### src/rtl/seq_shifter_pkg.sv
// Shared encodings for the iterative shift/rotate unit: operation modes and FSM states.
package seq_shifter_pkg;

    localparam int MODE_W = 3;

    localparam logic [MODE_W-1:0] MODE_SHL = 3'd0;
    localparam logic [MODE_W-1:0] MODE_SHR = 3'd1;
    localparam logic [MODE_W-1:0] MODE_SRA = 3'd2;
    localparam logic [MODE_W-1:0] MODE_ROL = 3'd3;
    localparam logic [MODE_W-1:0] MODE_ROR = 3'd4;

    localparam logic [1:0] S_IDLE = 2'd0;
    localparam logic [1:0] S_BUSY = 2'd1;
    localparam logic [1:0] S_DONE = 2'd2;

endpackage

### src/rtl/seq_shifter_if.sv
// Request/response bundle of the shifter; the requester uses master, the shifter uses slave.
interface seq_shifter_if
    import seq_shifter_pkg::*;
#(
    parameter int DATAWIDTH = 8
);
    // A transfer happens on a rising edge where valid and ready are both high;
    // the sender holds its payload stable while valid is high and ready is low.
    logic [DATAWIDTH-1:0] a;
    logic [DATAWIDTH-1:0] sh_amt;
    logic [MODE_W-1:0]    mode;
    logic                 in_valid;
    logic                 in_ready;
    logic [DATAWIDTH-1:0] d;
    logic                 out_valid;
    logic                 out_ready;

    modport master (
        output a, sh_amt, mode, in_valid, out_ready,
        input  in_ready, d, out_valid
    );

    modport slave (
        input  a, sh_amt, mode, in_valid, out_ready,
        output in_ready, d, out_valid
    );
endinterface

### src/rtl/seq_shifter_shift_step.sv
// One stage of the iterative barrel shifter: optionally shift/rotate a value by one power-of-two distance.
module shift_step
    import seq_shifter_pkg::*;
#(
    parameter int DATAWIDTH = 8
) (
    input  logic [DATAWIDTH-1:0] i_value,
    input  logic [DATAWIDTH-1:0] i_distance,
    input  logic                 i_enable,
    input  logic [MODE_W-1:0]    i_mode,
    input  logic                 i_sign,
    output logic [DATAWIDTH-1:0] o_value
);
    logic [2*DATAWIDTH-1:0] w_dbl_l;
    logic [2*DATAWIDTH-1:0] w_dbl_r;
    logic [2*DATAWIDTH-1:0] w_sra;

    // Rotates shift a doubled copy so the wrapped bits land in the kept half.
    always_comb begin
        w_dbl_l = {i_value, i_value} << i_distance;
        w_dbl_r = {i_value, i_value} >> i_distance;
        w_sra   = {{DATAWIDTH{i_sign}}, i_value} >> i_distance;
        o_value = i_value;
        if (i_enable) begin
            case (i_mode)
                MODE_SHL: o_value = i_value << i_distance;
                MODE_SHR: o_value = i_value >> i_distance;
                MODE_SRA: o_value = w_sra[DATAWIDTH-1:0];
                MODE_ROL: o_value = w_dbl_l[2*DATAWIDTH-1:DATAWIDTH];
                MODE_ROR: o_value = w_dbl_r[DATAWIDTH-1:0];
                default:  o_value = i_value;
            endcase
        end
    end
endmodule

### src/rtl/seq_shifter.sv
// Handshaked multi-cycle shifter: resolves one bit of the shift amount per clock.
module seq_shifter
    import seq_shifter_pkg::*;
#(
    parameter int  DATAWIDTH = 8,
    localparam int NSTG      = $clog2(DATAWIDTH),
    localparam int CW        = (NSTG > 1) ? $clog2(NSTG) : 1
) (
    input  logic            Clk,
    input  logic            Rst_n,
    seq_shifter_if.slave    bus,
    output logic [1:0]      o_dbg_state,
    output logic [CW-1:0]   o_dbg_cnt
);
    if ((DATAWIDTH < 2) || ((DATAWIDTH & (DATAWIDTH - 1)) != 0)) begin : g_bad_width
        $error("seq_shifter: DATAWIDTH must be a power of two and at least 2");
    end

    localparam logic [CW-1:0] LAST = CW'(NSTG - 1);

    logic [1:0]           r_state;
    logic [CW-1:0]        r_cnt;
    logic [DATAWIDTH-1:0] r_work;
    logic [NSTG-1:0]      r_amt;
    logic [MODE_W-1:0]    r_mode;
    logic                 r_ovf;
    logic                 r_sign;
    logic [DATAWIDTH-1:0] r_d;
    logic                 r_out_valid;

    logic [DATAWIDTH-1:0] w_dist;
    logic                 w_enable;
    logic [DATAWIDTH-1:0] w_step;
    logic [DATAWIDTH-1:0] w_result;

    assign w_dist   = {{(DATAWIDTH-1){1'b0}}, 1'b1} << r_cnt;
    assign w_enable = r_amt[r_cnt];

    shift_step #(.DATAWIDTH(DATAWIDTH)) u_step (
        .i_value    (r_work),
        .i_distance (w_dist),
        .i_enable   (w_enable),
        .i_mode     (r_mode),
        .i_sign     (r_sign),
        .o_value    (w_step)
    );

    // Amounts of DATAWIDTH or more saturate shifts; rotates keep the mod-width result.
    always_comb begin
        w_result = w_step;
        case (r_mode)
            MODE_SHL, MODE_SHR: if (r_ovf) w_result = '0;
            MODE_SRA:           if (r_ovf) w_result = {DATAWIDTH{r_sign}};
            default:            w_result = w_step;
        endcase
    end

    always_ff @(posedge Clk or negedge Rst_n) begin
        if (!Rst_n) begin
            r_state     <= S_IDLE;
            r_cnt       <= '0;
            r_work      <= '0;
            r_amt       <= '0;
            r_mode      <= '0;
            r_ovf       <= 1'b0;
            r_sign      <= 1'b0;
            r_d         <= '0;
            r_out_valid <= 1'b0;
        end else begin
            case (r_state)
                S_IDLE: begin
                    if (bus.in_valid) begin
                        r_work  <= bus.a;
                        r_amt   <= bus.sh_amt[NSTG-1:0];
                        r_mode  <= bus.mode;
                        r_ovf   <= |bus.sh_amt[DATAWIDTH-1:NSTG];
                        r_sign  <= bus.a[DATAWIDTH-1];
                        r_cnt   <= '0;
                        r_state <= S_BUSY;
                    end
                end
                S_BUSY: begin
                    r_work <= w_step;
                    if (r_cnt == LAST) begin
                        r_cnt       <= '0;
                        r_d         <= w_result;
                        r_out_valid <= 1'b1;
                        r_state     <= S_DONE;
                    end else begin
                        r_cnt <= r_cnt + 1'b1;
                    end
                end
                S_DONE: begin
                    if (bus.out_ready) begin
                        r_out_valid <= 1'b0;
                        r_state     <= S_IDLE;
                    end
                end
                default: r_state <= S_IDLE;
            endcase
        end
    end

    assign bus.in_ready  = (r_state == S_IDLE);
    assign bus.out_valid = r_out_valid;
    assign bus.d         = r_d;
    assign o_dbg_state   = r_state;
    assign o_dbg_cnt     = r_cnt;
endmodule

### src/flat_wrapper.sv
// flat-port wrapper written by rule: the top's interface ports become plain ports
module seq_shifter_flat import seq_shifter_pkg::*;
#(
    parameter int  DATAWIDTH = 8,
    localparam int NSTG      = $clog2(DATAWIDTH),
    localparam int CW        = (NSTG > 1) ? $clog2(NSTG) : 1
)
  (Clk, Rst_n, o_dbg_state, o_dbg_cnt, bus_a, bus_sh_amt, bus_mode, bus_in_valid, bus_out_ready, bus_in_ready, bus_d, bus_out_valid);
  seq_shifter_if #(.DATAWIDTH(DATAWIDTH)) bus_i ();
  input  logic Clk;
  input  logic Rst_n;
  output logic [1:0] o_dbg_state;
  output logic [CW-1:0] o_dbg_cnt;
  input wire logic [$bits(bus_i.a)-1:0] bus_a;
  input wire logic [$bits(bus_i.sh_amt)-1:0] bus_sh_amt;
  input wire logic [$bits(bus_i.mode)-1:0] bus_mode;
  input wire logic [$bits(bus_i.in_valid)-1:0] bus_in_valid;
  input wire logic [$bits(bus_i.out_ready)-1:0] bus_out_ready;
  output wire logic [$bits(bus_i.in_ready)-1:0] bus_in_ready;
  output wire logic [$bits(bus_i.d)-1:0] bus_d;
  output wire logic [$bits(bus_i.out_valid)-1:0] bus_out_valid;
  assign bus_i.a = bus_a;
  assign bus_i.sh_amt = bus_sh_amt;
  assign bus_i.mode = bus_mode;
  assign bus_i.in_valid = bus_in_valid;
  assign bus_i.out_ready = bus_out_ready;
  assign bus_in_ready = bus_i.in_ready;
  assign bus_d = bus_i.d;
  assign bus_out_valid = bus_i.out_valid;
  seq_shifter #(.DATAWIDTH(DATAWIDTH)) u_core (.Clk(Clk), .Rst_n(Rst_n), .bus(bus_i), .o_dbg_state(o_dbg_state), .o_dbg_cnt(o_dbg_cnt));
endmodule
### config.mk
export PLATFORM = sky130hd
export DESIGN_NAME = seq_shifter_flat
export DESIGN_NICKNAME = d
export VERILOG_FILES = /design/src/rtl/seq_shifter_pkg.sv /design/src/rtl/seq_shifter_if.sv /design/src/rtl/seq_shifter_shift_step.sv /design/src/rtl/seq_shifter.sv /design/src/flat_wrapper.sv
export SDC_FILE = /design/constraint.sdc
export NUM_CORES = 1
export LEC_CHECK = 0
export CORE_MARGIN = 2
export CORE_UTILIZATION = 35
export CTS_CLUSTER_SIZE = 30
export DETAILED_ROUTE_END_ITERATION = 8
export PLACE_DENSITY = 0.63
export SKIP_CTS_REPAIR_TIMING = 1
export SLEW_MARGIN = 30
export SYNTH_ARGS = -nofsm -noshare
export SYNTH_HDL_FRONTEND = slang
export SYNTH_SLANG_ARGS = --single-unit
export TNS_END_PERCENT = 10
### constraint.sdc
create_clock -name Clk -period 2.25 [get_ports Clk]
set_clock_uncertainty 0.2 [all_clocks]
set_input_delay 0.675 -clock Clk [delete_from_list [all_inputs] [get_ports Clk]]
set_output_delay 0.675 -clock Clk [all_outputs]
set_load 0.05 [all_outputs]
==> run summary, run 1 <==
The floorplan die area came out at 7460 um^2. The worst hold path belongs to the class reg -> reg. The run finished with clean final reports. The global-route wire length before repair came out at 11170 um.

The initial utilization of the core area, before any placement, comes to 35.54%. In this run the power density over the cells is 1759 nW/um^2. The count of different cell masters after synthesis was 66; the routed via count divided by cell count was 5.749. The synthesized netlist devotes 22.18% of its cell area to simple gates. The clock tree root driver cell is clkbuf_8. The run gives 298 as the net count of the mapped netlist.

The remaining antenna violation count after routing is 0, and the area occupied by registers is 728.2 um^2. In this run the critical register-to-register path is launched from u_core.o_dbg_cnt[1]. In this run the cell area of the synthesized design comes to 2375 um^2. During I/O placement, the number of pins put on the boundary was 37. Summing the areas of all compound-gate instances in the mapped netlist gives 29.24% of the synthesized area. Total inserted antenna cells: 0. The utilization of the core after routing is 46.03%, and the multi-input combinational cell area is 1453 um^2. Of the total synthesized cell area, the portion taken by full adders, half adders and majority gates is 0%. Data on the critical path arrives at its endpoint at 1.34 ns. The worst path uses 98.50% of the clock period. In this run, synthesis inferred 0 flip-flops with an integrated enable.

The die extent in x works out to 86.37 um. The detailed router placed 2363 vias in this run. After detailed routing, the number of remaining DRC violations is 0. The count of buffers inserted at the top-level ports is 36, and the worst-path maximum fanout is 16.

The number of clock buffers added by TritonCTS is 5. The tools report the final count of hold timing violations as 0. The library cell used most frequently in the layout, excluding fill and tap cells, is nand2_1. The proportion of synthesized area in mux cells was 8.799%.

First-iteration detailed-routing DRC count: 252. Of the total synthesized cell area, the portion taken by XOR and XNOR cells is 0%. The analysis attributes to cell leakage a power of 1.284 nW. During synthesis, Yosys emitted a total of 0 warnings.

The number of cells on the worst reg-to-reg path is 7. The CTS clock-pin slew for the worst setup and hold paths is 0.06 ns, and the pin slew with the least headroom to its limit is 0.3996 ns. The tools report the placement row count as 30.

The run gives 2 as the maximum level of the CTS H-tree. The hold path startpoint is u_core.r_amt[2]. For this run, the register share of the synthesized area comes to 30.56%. In this run the deepest clock path goes through 2 buffers. For the worst setup path, the data required time is 1.37 ns.

The critical path class was reg -> out. The area of the core is 6681 um^2, and the maximum resistive drop on vdd is 0.8255 mV. The final layout contains 353 nets. The post-synthesis instance total is 275. The tools report the placed instance area as 2942 um^2. TritonCTS built the clock tree. Routability-driven placement finished with a final weighted congestion of 0.9254. The worst setup path is launched from a register. Setup repair after global routing could not meet its margin everywhere. Max-cap violations in this run came to 0. The leading register cell type out of synthesis was dfrtp_1. Of all cell types, the one taking the most synthesized area is dfrtp_1.

The fill cell instance count of the final layout was 647. In the layout the commonest cells are nand2_1 (44), buf_4 (41), dfrtp_1 (27), clkdlybuf4s50_1 (22), o21ai_0 (21). Entering global routing, the biggest net connects 30 pins. The worst hold path stage count is 2. The share of async-settable or async-resettable flops after synthesis is 100.0%.

Dividing the synthesized area by the synthesized cell count gives 8.636 um^2. The highest attainable clock frequency was 0.4512 GHz. After synthesis, the cell types taking the most area are dfrtp_1 (31%), nand2_1 (7.0%), o21ai_0 (4.4%).

For the final worst hold slack, the log shows 0.2789 ns. For this design, the sink count on the clock tree is 29. STA classifies the critical path endpoint as an output port. The y dimension of the die was 86.37 um; the share of the synthesized area in the top cell type was 30.56%. For the via count of the first global-routing pass, the log shows 2125. Adding up every negative setup slack in the final design gives 0 ns. The share of cells above drive strength 1 works out to 27.19%. Dividing the detail-routed wire length by the instance count gives 16.79 um.

The tools report the number of max-slew violations in the final report as 0. The tools report the first element of the critical path as u_core.o_dbg_cnt[0]. The placed wire-length estimate was 5204 um. The first detailed-routing pass took 5 iterations.

After synthesis, the largest family of logic cells by area is compound AO/OA/AOI/OAI gates. The number of endpoints failing setup at the final stage is 0, and the number of synthesized register bits is 29. For the overall overflow remaining after global route, the log shows 0. After routing the design area is 3075 um^2. Global routing used 19.06% of the available tracks across all layers.

Insertion delay of the later-clocked pin in the worst-skew pair: 0.28 ns. The layout overhead on the synthesized area is 29.50%. Headroom to the max-slew limit came out at 73.15%.

The final critical path time including I/O delays and setup was 2.216 ns; the initial antenna violation count was 0. Wire length reported by the detailed router: 6902 um.
## per-layer routing
layer / part of all wire (%) / vias up / GRT usage (%)
li1: - / 1117 / -
met1: 45 / 1134 / 27.89
met2: 46 / 98 / 28.74
met3: 7.3 / 14 / 4.190
met4: 1.3 / 0 / 4.403
met5: 0 / - / 0
## registers in the layout, summed over array words and instances, names as in the netlist
signal,flops
u_core.r_sign,1
u_core.bus.out_valid,1
u_core.o_dbg_state,2
u_core.r_ovf,1
u_core.bus.d,8
u_core.r_work,8
u_core.r_amt,3
u_core.r_mode,3
u_core.o_dbg_cnt,2
## per-stage QoR
stage	total power [W]	setup slack [ns]	std cells
finish	0.005409	0.03366	411
global route	0.005755	-0.02116	411
CTS	0.005304	0.02282	410
detailed placement	0.004808	0.01636	402
global placement	0.004782	0.04731	402
floorplan	0.003689	0.01828	275
## cell usage after synthesis, drive strengths merged, types with 5 or more instances
master and number:
a21oi 18, inv 6, dfrtp 29, o22ai 5, nor2b 6, nand2 45
clkbuf 7, nor3 5, mux2i 10, o31ai 5, nor2 19, buf 16
o211ai 5, o21ai 27
## critical path: stages (launching register included)
cell     delay (ns)
dfrtp_1        0.38
buf_4          0.15
buf_4          0.17
buf_4          0.20
buf_12         0.16
## cell families (layout without fill, tap and decap cells)
kind of cell           after synthesis  count (layout)
buffers and inverters               29              85
AND/OR/NAND/NOR                    106             106
AO/OA/AOI/OAI                       95              95
flip-flops                          29              29
multiplexers                        16              16
## where the power goes
| part | internal (W) | leakage [nW] | total [W] | switching [W] |
|---|---|---|---|---|
| clock network | 0.000276 | 0.0542 | 0.000488 | 0.000212 |
| registers | 0.000768 | 0.350 | 0.00103 | 0.000266 |
| logic | 0.00168 | 0.880 | 0.00389 | 0.00221 |
## path summary, 6_finish.rpt
path	endpoint	slack, ns
worst max-delay path	o_dbg_cnt[0]	0.03
worst min-delay path	u_core.r_amt[2]	0.28
worst max register to register	u_core.bus.d[7]	0.09
worst min register to register	u_core.r_amt[2]	0.28
max in group asynchronous	u_core.r_mode[1]	0.95
min in group asynchronous	u_core.bus.d[1]	0.58
## area by class of cell
| type | instances | area share [%] |
|---|---|---|
| inverter | 6 | 0.7323 |
| timing repair buffer | 71 | 21.81 |
| tap | 80 | 3.255 |
| clock buffer | 7 | 3.133 |
| multi-input combinational | 217 | 47.23 |
| sequential | 29 | 23.68 |
| clock inverter | 1 | 0.1627 |
(Power assumes the default switching activity.)
==> inputs of run 2 (changes only) <==
--- a/config.mk
+++ b/config.mk
@@ -5,11 +5,12 @@
 export SDC_FILE = /design/constraint.sdc
 export NUM_CORES = 1
 export LEC_CHECK = 0
+export ABC_AREA = 1
 export CORE_MARGIN = 2
-export CORE_UTILIZATION = 35
+export CORE_UTILIZATION = 54
 export CTS_CLUSTER_SIZE = 30
 export DETAILED_ROUTE_END_ITERATION = 8
-export PLACE_DENSITY = 0.63
+export PLACE_DENSITY = 0.88
 export SKIP_CTS_REPAIR_TIMING = 1
 export SLEW_MARGIN = 30
 export SYNTH_ARGS = -nofsm -noshare
==> run 2 against run 1 <==
Net effect:
- non-clock buffer count down 28
- sequential share of layout area up 2.4 points
- count of clock-buffer cells in the layout down 1
- die area down 38%
==> run summary, run 2 <==
The flow ran to the end, and the final reports show no timing, DRC or antenna violations. Measured against its own limit, the worst slew margin works out to 74.52%. The CTS clock-pin slew for the worst setup and hold paths was 0.06 ns; the worst path arrival time was 1.13 ns. The global-route wire length before repair came out at 10670 um. Of all cell types, the one taking the most synthesized area is dfrtp_1. In this run the worst path has a maximum fanout of 16. Among all cell types in the netlist, the one instantiated most often is nand2_1.

The final-stage net count came out at 403. The largest family of logic cells by synthesized area was simple AND/OR/NAND/NOR gates. The floorplan has 23 rows. Relative to the synthesized area, the layout overhead comes to 25.34%. The count of different cell masters after synthesis was 31. For this design, the sink count on the clock tree is 29. Yosys mapped a number of flops with a built-in enable equal to 0. The synthesized design contains 29 register bits. Before antenna repair, the detailed router went through 5 iterations.

The delay of the slowest critical-path stage came out at 0.47 ns. The most numerous cell type found on the critical path is buf_12. The critical path is of the reg -> out type. Entering global routing, the biggest net connects 30 pins. The die covers 4634 um^2.

In the synthesized netlist, mux cells make up 0% of the area. Derived from the worst setup path, the maximum achievable clock frequency is 0.4980 GHz. Overall overflow remaining after global route: 0. The tree is rooted in a clkbuf_8. The share of async-settable or async-resettable flops after synthesis is 100.0%, and the mean post-synth cell area is 6.579 um^2. The count of buffers inserted at the top-level ports came out at 36.

Walking the worst path, the cells encountered are buf_12 -> buf_12. Synthesis produced a netlist with a net count of 360. Pin placement for this block handled 37 I/O pins.

For the final routed database, the setup TNS stands at 0 ns. The final critical path takes up 89.25% of the cycle. By area the synthesized netlist is led by dfrtp_1 (33%), nand2_1 (23%), nand3_1 (7.7%). Worst endpoint required time: 1.37 ns.

The repair_antennas step left the layout with diodes totalling 0. The run gives 0 as the final count of hold timing violations. At the end of routability-driven placement, the weighted congestion stood at 0.9985. The tools report the max-cap check violation count as 0. The wire length reported by the detailed router was 6679 um; the die extent in x was 68.08 um. For this run, design rule violations remaining after detail routing come to 0. The path class of the tightest hold or removal check is reg -> reg. The simple-gate share of the synthesized area is 46.78%.

After synthesis, the most frequently instantiated cells are nand2_1 (138), nor2_1 (36), nand3_1 (34). Summed over all nets, the half-perimeter wirelength after detailed placement is 5181 um. Counting I/O delays and the setup requirement, the final critical path takes 2.008 ns.

Kind of cell adding the most delay to the critical path: flip-flops. The area of the core is 3971 um^2. The tools report the number of endpoints failing setup at the final stage as 0. TritonCTS built the clock tree. The worst setup path is launched from a register. The pin slew with the least headroom to its limit is 0.3823 ns. The type of destination of the critical path was an output port. Share of cells above drive strength 1: 15.49%. Counting along the longest clock path gives a buffer depth of 2. Setup repair after global routing left no endpoint under its margin.

Summing the areas of all fa, ha and maj instances in the mapped netlist gives 0% of the synthesized area. After detailed routing, the number of vias per cell comes to 5.603. Number of max-slew violations in the final report: 0. Fraction of synthesized cell area in xor and xnor cells: 0%. The number of buffers inserted during clock tree synthesis is 5. The first-iteration detailed-routing DRC count was 239; the remaining antenna violation count after routing was 0. The library cell used most frequently in the layout, excluding fill and tap cells, is nand2_1. The y dimension of the die was 68.08 um.

The post-synthesis instance total was 337. The top cell types in the final layout, fill and taps aside, are nand2_1 (138), nor2_1 (35), nand3_1 (34), dfrtp_1 (29), clkdlybuf4s50_1 (22). Via count of the first global-routing pass: 2158.

The compound-gate portion of the synthesized area is 11.79%, and the maximum level of the CTS H-tree is 2. The total number of vias was 2415; the initial antenna violation count was 0. The number of buffers and inverters on the critical path is 2. The insertion delay of the later-clocked pin in the worst-skew pair came out at 0.28 ns. Of the synthesized area, sequential elements account for 32.73%. For the initial core utilization, the log shows 55.83%. Global routing used 32.00% of the available tracks across all layers.

The run gives 2217 um^2 as the total standard cell area after synthesis. On the critical path, the stage with the largest delay is an instance of dfrtp_1. During synthesis, Yosys emitted a total of 0 warnings. In the synthesized netlist the dominant register cell turns out to be dfrtp_1. The average routed wire per standard cell is 15.50 um, and the share of the synthesized area in the top cell type is 32.73%.
[run 2: stage by stage]
step / utilization (%) / instance area (um^2) / cells / hold WS, ns / setup slack (ns)
after floorplan: - / 2225 / 337 / 0.1794 / 0.1726
after global placement: 66.95 / 2659 / 423 / 0.2614 / 0.1409
after detailed placement: 66.95 / 2659 / 423 / 0.2667 / 0.1034
after CTS: 69.97 / 2779 / 431 / 0.2895 / 0.2505
after global routing: 69.97 / 2779 / 431 / 0.3078 / 0.1629
final: 69.97 / 2779 / 431 / 0.2911 / 0.2418
[run 2: area by class of cell]
cell class                      instances  area, um^2
Inverter                               29       123.9
Clock inverter                          2       37.54
Clock buffer                            6       82.58
Multi-Input combinational cell        272        1306
Timing Repair Buffer                   43       440.4
Tap cell                               50       62.56
Sequential cell                        29       725.7
Fill cell                             326        1192
[run 2: worst register-to-register path, cell delays in order, from the launching register on]
cell and delay [ns]:
dfrtp_1 0.47, buf_12 0.22, nor2_8 0.08, nand2_2 0.09, nand2_4 0.07, nor2_8 0.21, inv_4 0.10, nor2_2 0.08
nand3_1 0.06, nand2_1 0.13, nand2_1 0.06, nand2_1 0.05, nand2_1 0.05
[run 2: final timing paths]
path	slack [ns]	end	cells after the start	from
worst min-delay path	0.29	u_core.r_sign	2	u_core.r_sign
worst max-delay path	0.24	o_dbg_cnt[1]	2	u_core.o_dbg_cnt[1]
min in group asynchronous	0.57	u_core.bus.d[7]	2	Rst_n
worst min register to register	0.29	u_core.r_sign	2	u_core.r_sign
max in group asynchronous	0.99	u_core.r_work[1]	2	Rst_n
worst max register to register	0.26	u_core.r_work[2]	12	u_core.o_dbg_cnt[1]
[run 2: logic make-up after synthesis]
| kind of cell | count (synthesis) |
|---|---|
| buf+inv | 36 |
| simple gates | 230 |
| flops | 29 |
| compound gates | 42 |
[run 2: routing by layer]
| layer | GRT usage, % | vias to the layer above | share of wire, % |
|---|---|---|---|
| li1 | - | 1154 | - |
| met1 | 41.15 | 1105 | 40 |
| met2 | 51.82 | 132 | 49 |
| met3 | 5.921 | 24 | 7.8 |
| met4 | 15.25 | 0 | 3.5 |
| met5 | 0 | - | 0 |
Power of run 2 is not shown: default switching activity piles up to over one toggle a cycle in this logic, so the estimate is an artifact.
